==> src/rtl/t_latch_pkg.sv <==
// t_latch_pkg
// Shared constants for the toggle-latch slice: default width and the
// default per-bit value loaded into the held state by reset.
package t_latch_pkg;

   localparam int   DEFAULT_WIDTH   = 1;
   localparam logic DEFAULT_RST_BIT = 1'b0;

endpackage

==> src/rtl/t_latch_if.sv <==
// t_latch_if
// Bundles the toggle request and the true/complement outputs of a toggle
// latch. The master side drives t and observes q/qbar; the slave side is
// the latch itself.
interface t_latch_if
   import t_latch_pkg::*;
#(
   parameter int WIDTH = DEFAULT_WIDTH
);

   logic [WIDTH-1:0] t;
   logic [WIDTH-1:0] q;
   logic [WIDTH-1:0] qbar;

   modport master (
      output t,
      input  q,
      input  qbar
   );

   modport slave (
      input  t,
      output q,
      output qbar
   );

endinterface

==> src/rtl/t_latch_bit.sv <==
// t_latch_bit
// Single-bit level-sensitive toggle latch.
// While clk is high the output shows the held value inverted by t, purely
// combinationally, and the held value itself does not move. When clk falls
// the toggled value is committed, so a request that is still high at the
// falling transition produces exactly one net inversion and a request that
// was withdrawn before the fall leaves the state untouched.
// The held value is kept as a pair of opposite-phase latches: r_mid tracks
// the candidate value while clk is high and freezes at the fall, r_hold
// takes that frozen value while clk is low. Splitting it this way is what
// prevents the held value from chasing its own inversion (oscillation)
// while t is asserted. No clk edge flip-flops are used anywhere.
module t_latch_bit
   import t_latch_pkg::*;
#(
   parameter logic RST_VAL = DEFAULT_RST_BIT
) (
   input  logic clk,
   input  logic rst,
   input  logic t,
   output logic q,
   output logic qbar
);

   logic r_mid;
   logic r_hold;
   logic w_q;

   // Candidate latch: open while clk is high, follows held value XOR t.
   always_latch begin
      if (!rst) begin
         r_mid <= RST_VAL;
      end else if (clk) begin
         r_mid <= r_hold ^ t;
      end
   end

   // Held-value latch: open while clk is low, commits the frozen candidate.
   always_latch begin
      if (!rst) begin
         r_hold <= RST_VAL;
      end else if (!clk) begin
         r_hold <= r_mid;
      end
   end

   // Output: reset value under reset, toggle window while clk high, hold otherwise.
   assign w_q  = !rst ? RST_VAL : (clk ? (r_hold ^ t) : r_hold);
   assign q    = w_q;
   assign qbar = ~w_q;

endmodule

==> src/rtl/t_latch.sv <==
// t_latch
// WIDTH-bit toggle latch built from independent single-bit cells. Each bit
// has its own reset value taken from RST_VAL; bits never interact.
module t_latch
   import t_latch_pkg::*;
#(
   parameter int               WIDTH   = DEFAULT_WIDTH,
   parameter logic [WIDTH-1:0] RST_VAL = {WIDTH{DEFAULT_RST_BIT}}
) (
   input  logic      clk,
   input  logic      rst,
   t_latch_if.slave  bus
);

   logic [WIDTH-1:0] w_q;
   logic [WIDTH-1:0] w_qbar;

   for (genvar i = 0; i < WIDTH; i++) begin : g_bit
      t_latch_bit #(
         .RST_VAL (RST_VAL[i])
      ) u_bit (
         .clk  (clk),
         .rst  (rst),
         .t    (bus.t[i]),
         .q    (w_q[i]),
         .qbar (w_qbar[i])
      );
   end

   assign bus.q    = w_q;
   assign bus.qbar = w_qbar;

endmodule

==> src/flat_wrapper.sv <==
// flat-port wrapper written by rule: the top's interface ports become plain ports
module t_latch_flat import t_latch_pkg::*;
#(
   parameter int               WIDTH   = DEFAULT_WIDTH,
   parameter logic [WIDTH-1:0] RST_VAL = {WIDTH{DEFAULT_RST_BIT}}
)
  (clk, rst, bus_t, bus_q, bus_qbar);
  t_latch_if #(.WIDTH(WIDTH)) bus_i ();
  input  logic clk;
  input  logic rst;
  input wire logic [$bits(bus_i.t)-1:0] bus_t;
  output wire logic [$bits(bus_i.q)-1:0] bus_q;
  output wire logic [$bits(bus_i.qbar)-1:0] bus_qbar;
  assign bus_i.t = bus_t;
  assign bus_q = bus_i.q;
  assign bus_qbar = bus_i.qbar;
  t_latch #(.WIDTH(WIDTH), .RST_VAL(RST_VAL)) u_core (.clk(clk), .rst(rst), .bus(bus_i));
endmodule
==> config.mk <==
export PLATFORM = sky130hd
export DESIGN_NAME = t_latch_flat
export DESIGN_NICKNAME = d
export VERILOG_FILES = /design/src/rtl/t_latch_pkg.sv /design/src/rtl/t_latch_if.sv /design/src/rtl/t_latch_bit.sv /design/src/rtl/t_latch.sv /design/src/flat_wrapper.sv
export SDC_FILE = /design/constraint.sdc
export NUM_CORES = 1
export LEC_CHECK = 0
export ABC_AREA = 1
export CAP_MARGIN = 20
export CORE_AREA = 2 2 39 41
export CTS_CLUSTER_DIAMETER = 50
export DETAILED_ROUTE_END_ITERATION = 6
export DIE_AREA = 0 0 41 43
export HOLD_SLACK_MARGIN = 0.03
export PLACE_DENSITY = 0.33
export SYNTH_ARGS = -nofsm -noshare
export SYNTH_HDL_FRONTEND = slang
export SYNTH_SLANG_ARGS = --single-unit
==> constraint.sdc <==
create_clock -name vclk -period 0.8
set_clock_uncertainty 0.05 [all_clocks]
set_input_delay 0.24 -clock vclk [all_inputs]
set_output_delay 0.24 -clock vclk [all_outputs]
set_load 0.01 [all_outputs]
======== Word-level counts from Yosys, hierarchy flattened ========
Index checks and enable logic that the tools add are counted.
cells by class
  muxes and demuxes ....................... 10
  bitwise logic cells ..................... 2
operator list
  kind               number
  1-bit two-way mux  10
  1-bit inverter     1
  1-bit XOR          1
word-level totals
  flip-flop bits (word level) ............. 0
  latch bits .............................. 2
  input port bits ......................... 3
  output and inout port bits .............. 2
  word-level logic and storage cells ...... 14

======== Longest topological paths before layout ========
Gate-level depths: netlist (run 1).
  word-level depth ........................ 4
  gate-level depth with buffers ........... 5
  depth with buffers taken out ............ 5

==> results.json, run 1 <==
{
  "wl_per_cell_um": 4.84,
  "stdcell_area_um2": 240,
  "area_growth_pct": 116,
  "hp-start": "rst",
  "internal-power_uw": 50.1,
  "finalHoldViolCount": 0,
  "pwr-share-clk": 0,
  "drtAntennaViolNets": 0,
  "grt_antenna_before_repair": 0,
  "dpl.cell_count": 42,
  "rsz0062_at_grt": "true",
  "synth_nets": 22,
  "num_io_pins": 5,
  "p_leak_nw": 0.123,
  "num_vias": 132,
  "dpl-instance-area_um2": 230,
  "layoutNonFillerInstCount": 44,
  "final_layout_size_suffix_gt1_frac": 0.714,
  "post-place-ws_ps": -1150,
  "core_um2": 1380,
  "layout.nets": 33,
  "power.total_uw": 91.6,
  "via_per_inst": 3.00,
  "num_rows": 14,
  "critPathArrivalTime_ps": 890,
  "power_switching_share": 0.453,
  "antennaDiodeCount": 0,
  "grtUsageMet1": 0.0382,
  "untimed_endpoints": 2,
  "drv_cap": 0,
  "grt_use_met2": 0.0406,
  "grt_max_degree": 4,
  "grt_use_met3": 0,
  "drt_first_iter_violations": 0,
  "power_frac_seq": 0.100,
  "hold_end": "bus_q",
  "required_ps": 510,
  "n_fill_cell": 158,
  "dr.pass1.iters": 1,
  "hold_path_class": "input pin to output pin",
  "avgSynthCellArea_um2": 5.86,
  "grt_usage": 0.0250,
  "ys_seq_elements": 2,
  "overflow": 0,
  "p_sw_uw": 41.5,
  "max_freq_mhz": 849,
  "synth_cell_types": 8,
  "fin_ws_ps": -378,
  "powerDensity_nw_per_um2": 382,
  "grt-busiest-layer": "met2",
  "drc_errors": 0,
  "final_util": 0.174,
  "finalHoldWorstSlack_ps": 861,
  "synth_area_um2": 111,
  "violations": "negative setup slack",
  "startpoint_type": "input pin",
  "start_util": 0.0805,
  "seq_area_um2": 30.0,
  "postCtsHoldBufs": 0,
  "cp_max_fo": 2,
  "place_hpwl_um": 194,
  "dieArea_um2": 1760,
  "routabilityCongestion": 0.539,
  "grt_pass1_vias": 100,
  "outcome": "finished with violations",
  "endpoint_kind": "output pin",
  "worstMarginPinSlew_ps": 141,
  "ir_drop_uv": 138,
  "fin_setup_tns_ps": -685,
  "setup_viol": 2,
  "path_class": "input pin to output pin",
  "yosys_warnings": 1,
  "synth_cells": 19,
  "final.period_utilization": 1.47,
  "maxSlewHeadroom": 0.905,
  "finalCriticalPeriod_ps": 1180,
  "slew_violations": 0,
  "whs_path_depth": 6,
  "portBuffers": 5,
  "die_h_um": 43,
  "unclocked_pins": 2,
  "die_x_um": 41,
  "multiInputGateArea_um2": 75.1,
  "wirelength_um": 213,
  "grt_pass1_wl_um": 338,
  "combinationalPowerShare": 0.900
}
## worst max path at each step
stage / slack, ps / cells past startpoint / startpoint / to
final: -380 / 8 / clk / bus_qbar
after floorplan: -10 / 5 / clk / bus_q
after global routing: -410 / 8 / clk / bus_qbar
after CTS: -380 / 8 / clk / bus_qbar
after detailed placement: -1150 / 8 / clk / bus_q
after global placement: -1140 / 8 / clk / bus_q
## power by group through the flow
stage          Clock, mW  Combinational [mW]  Sequential [mW]
6_report               0              0.0825          0.00915
5_1_grt                0              0.0897          0.00924
4_1_cts                0              0.0836          0.00916
3_5_place_dp           0              0.0822          0.00913
3_3_place_gp           0              0.0816          0.00911
2_1_floorplan          0              0.0368          0.00896
## registers in the layout, indices dropped and copies added, names as in the netlist
register and count:
u_core.g_bit.u_bit.r_mid 1, u_core.g_bit.u_bit.r_hold 1
## placed cells by master, fill, tap and decap left out, drive strengths merged
cell type	count
a21boi	1
a21oi	1
nor2	1
inv	6
nand2	8
buf	9
dlxtp	2
## cell families after synthesis
| group | synth area share |
|---|---|
| AND/OR/NAND/NOR | 0.416 |
| buffers and inverters | 0.202 |
| AO/OA/AOI/OAI | 0.112 |
| latches | 0.270 |
## worst max-delay path, stage by stage
cell and delay [ps]:
buf_6 90, buf_6 120, inv_12 40, nand2_4 40, nor2_4 100, buf_6 100, a21oi_2 20, buf_2 130
## what timing repair did
action | in CTS | in global routing
endpoints found under the setup margin | 2 | 2
gates resized for setup | 24 | 0
setup buffers | 2 | 0
gates cloned | 0 | 0
pin swaps | 3 | 0
endpoints found under the hold margin | 0 | 0
## synth_stat cells, drive strengths merged
cell type	instances	share of area
inv	6	0.20
a21oi	1	0.045
nand2	8	0.31
dlxtp	2	0.27
a21boi	1	0.067
nor2	1	0.10
## area by class of cell
class / count / area share
inverters: 6 / 0.167
multi-input cells: 11 / 0.313
flip-flops and latches: 2 / 0.125
well taps: 16 / 0.0833
repair buffers: 9 / 0.313
## routing by layer
layer  vias to the layer above  share of wire
met5                         -              0
met4                         0              0
met3                         0           0.14
met2                         5           0.41
met1                        55           0.44
li1                         72              -
Note: power is estimated with default switching activity, not from simulation.
==> inputs of run 2 (changes only) <==
- MAX_ROUTING_LAYER: unset -> met4
- RECOVER_POWER: unset -> 100
==> results of run 2 <==
Final layout, timing and power as in run 1 (identical DEF).
Main changes from that run: final weighted congestion in routability-driven placement 0.539 -> 0.541; overall routing resource usage 0.0250 -> 0.0256
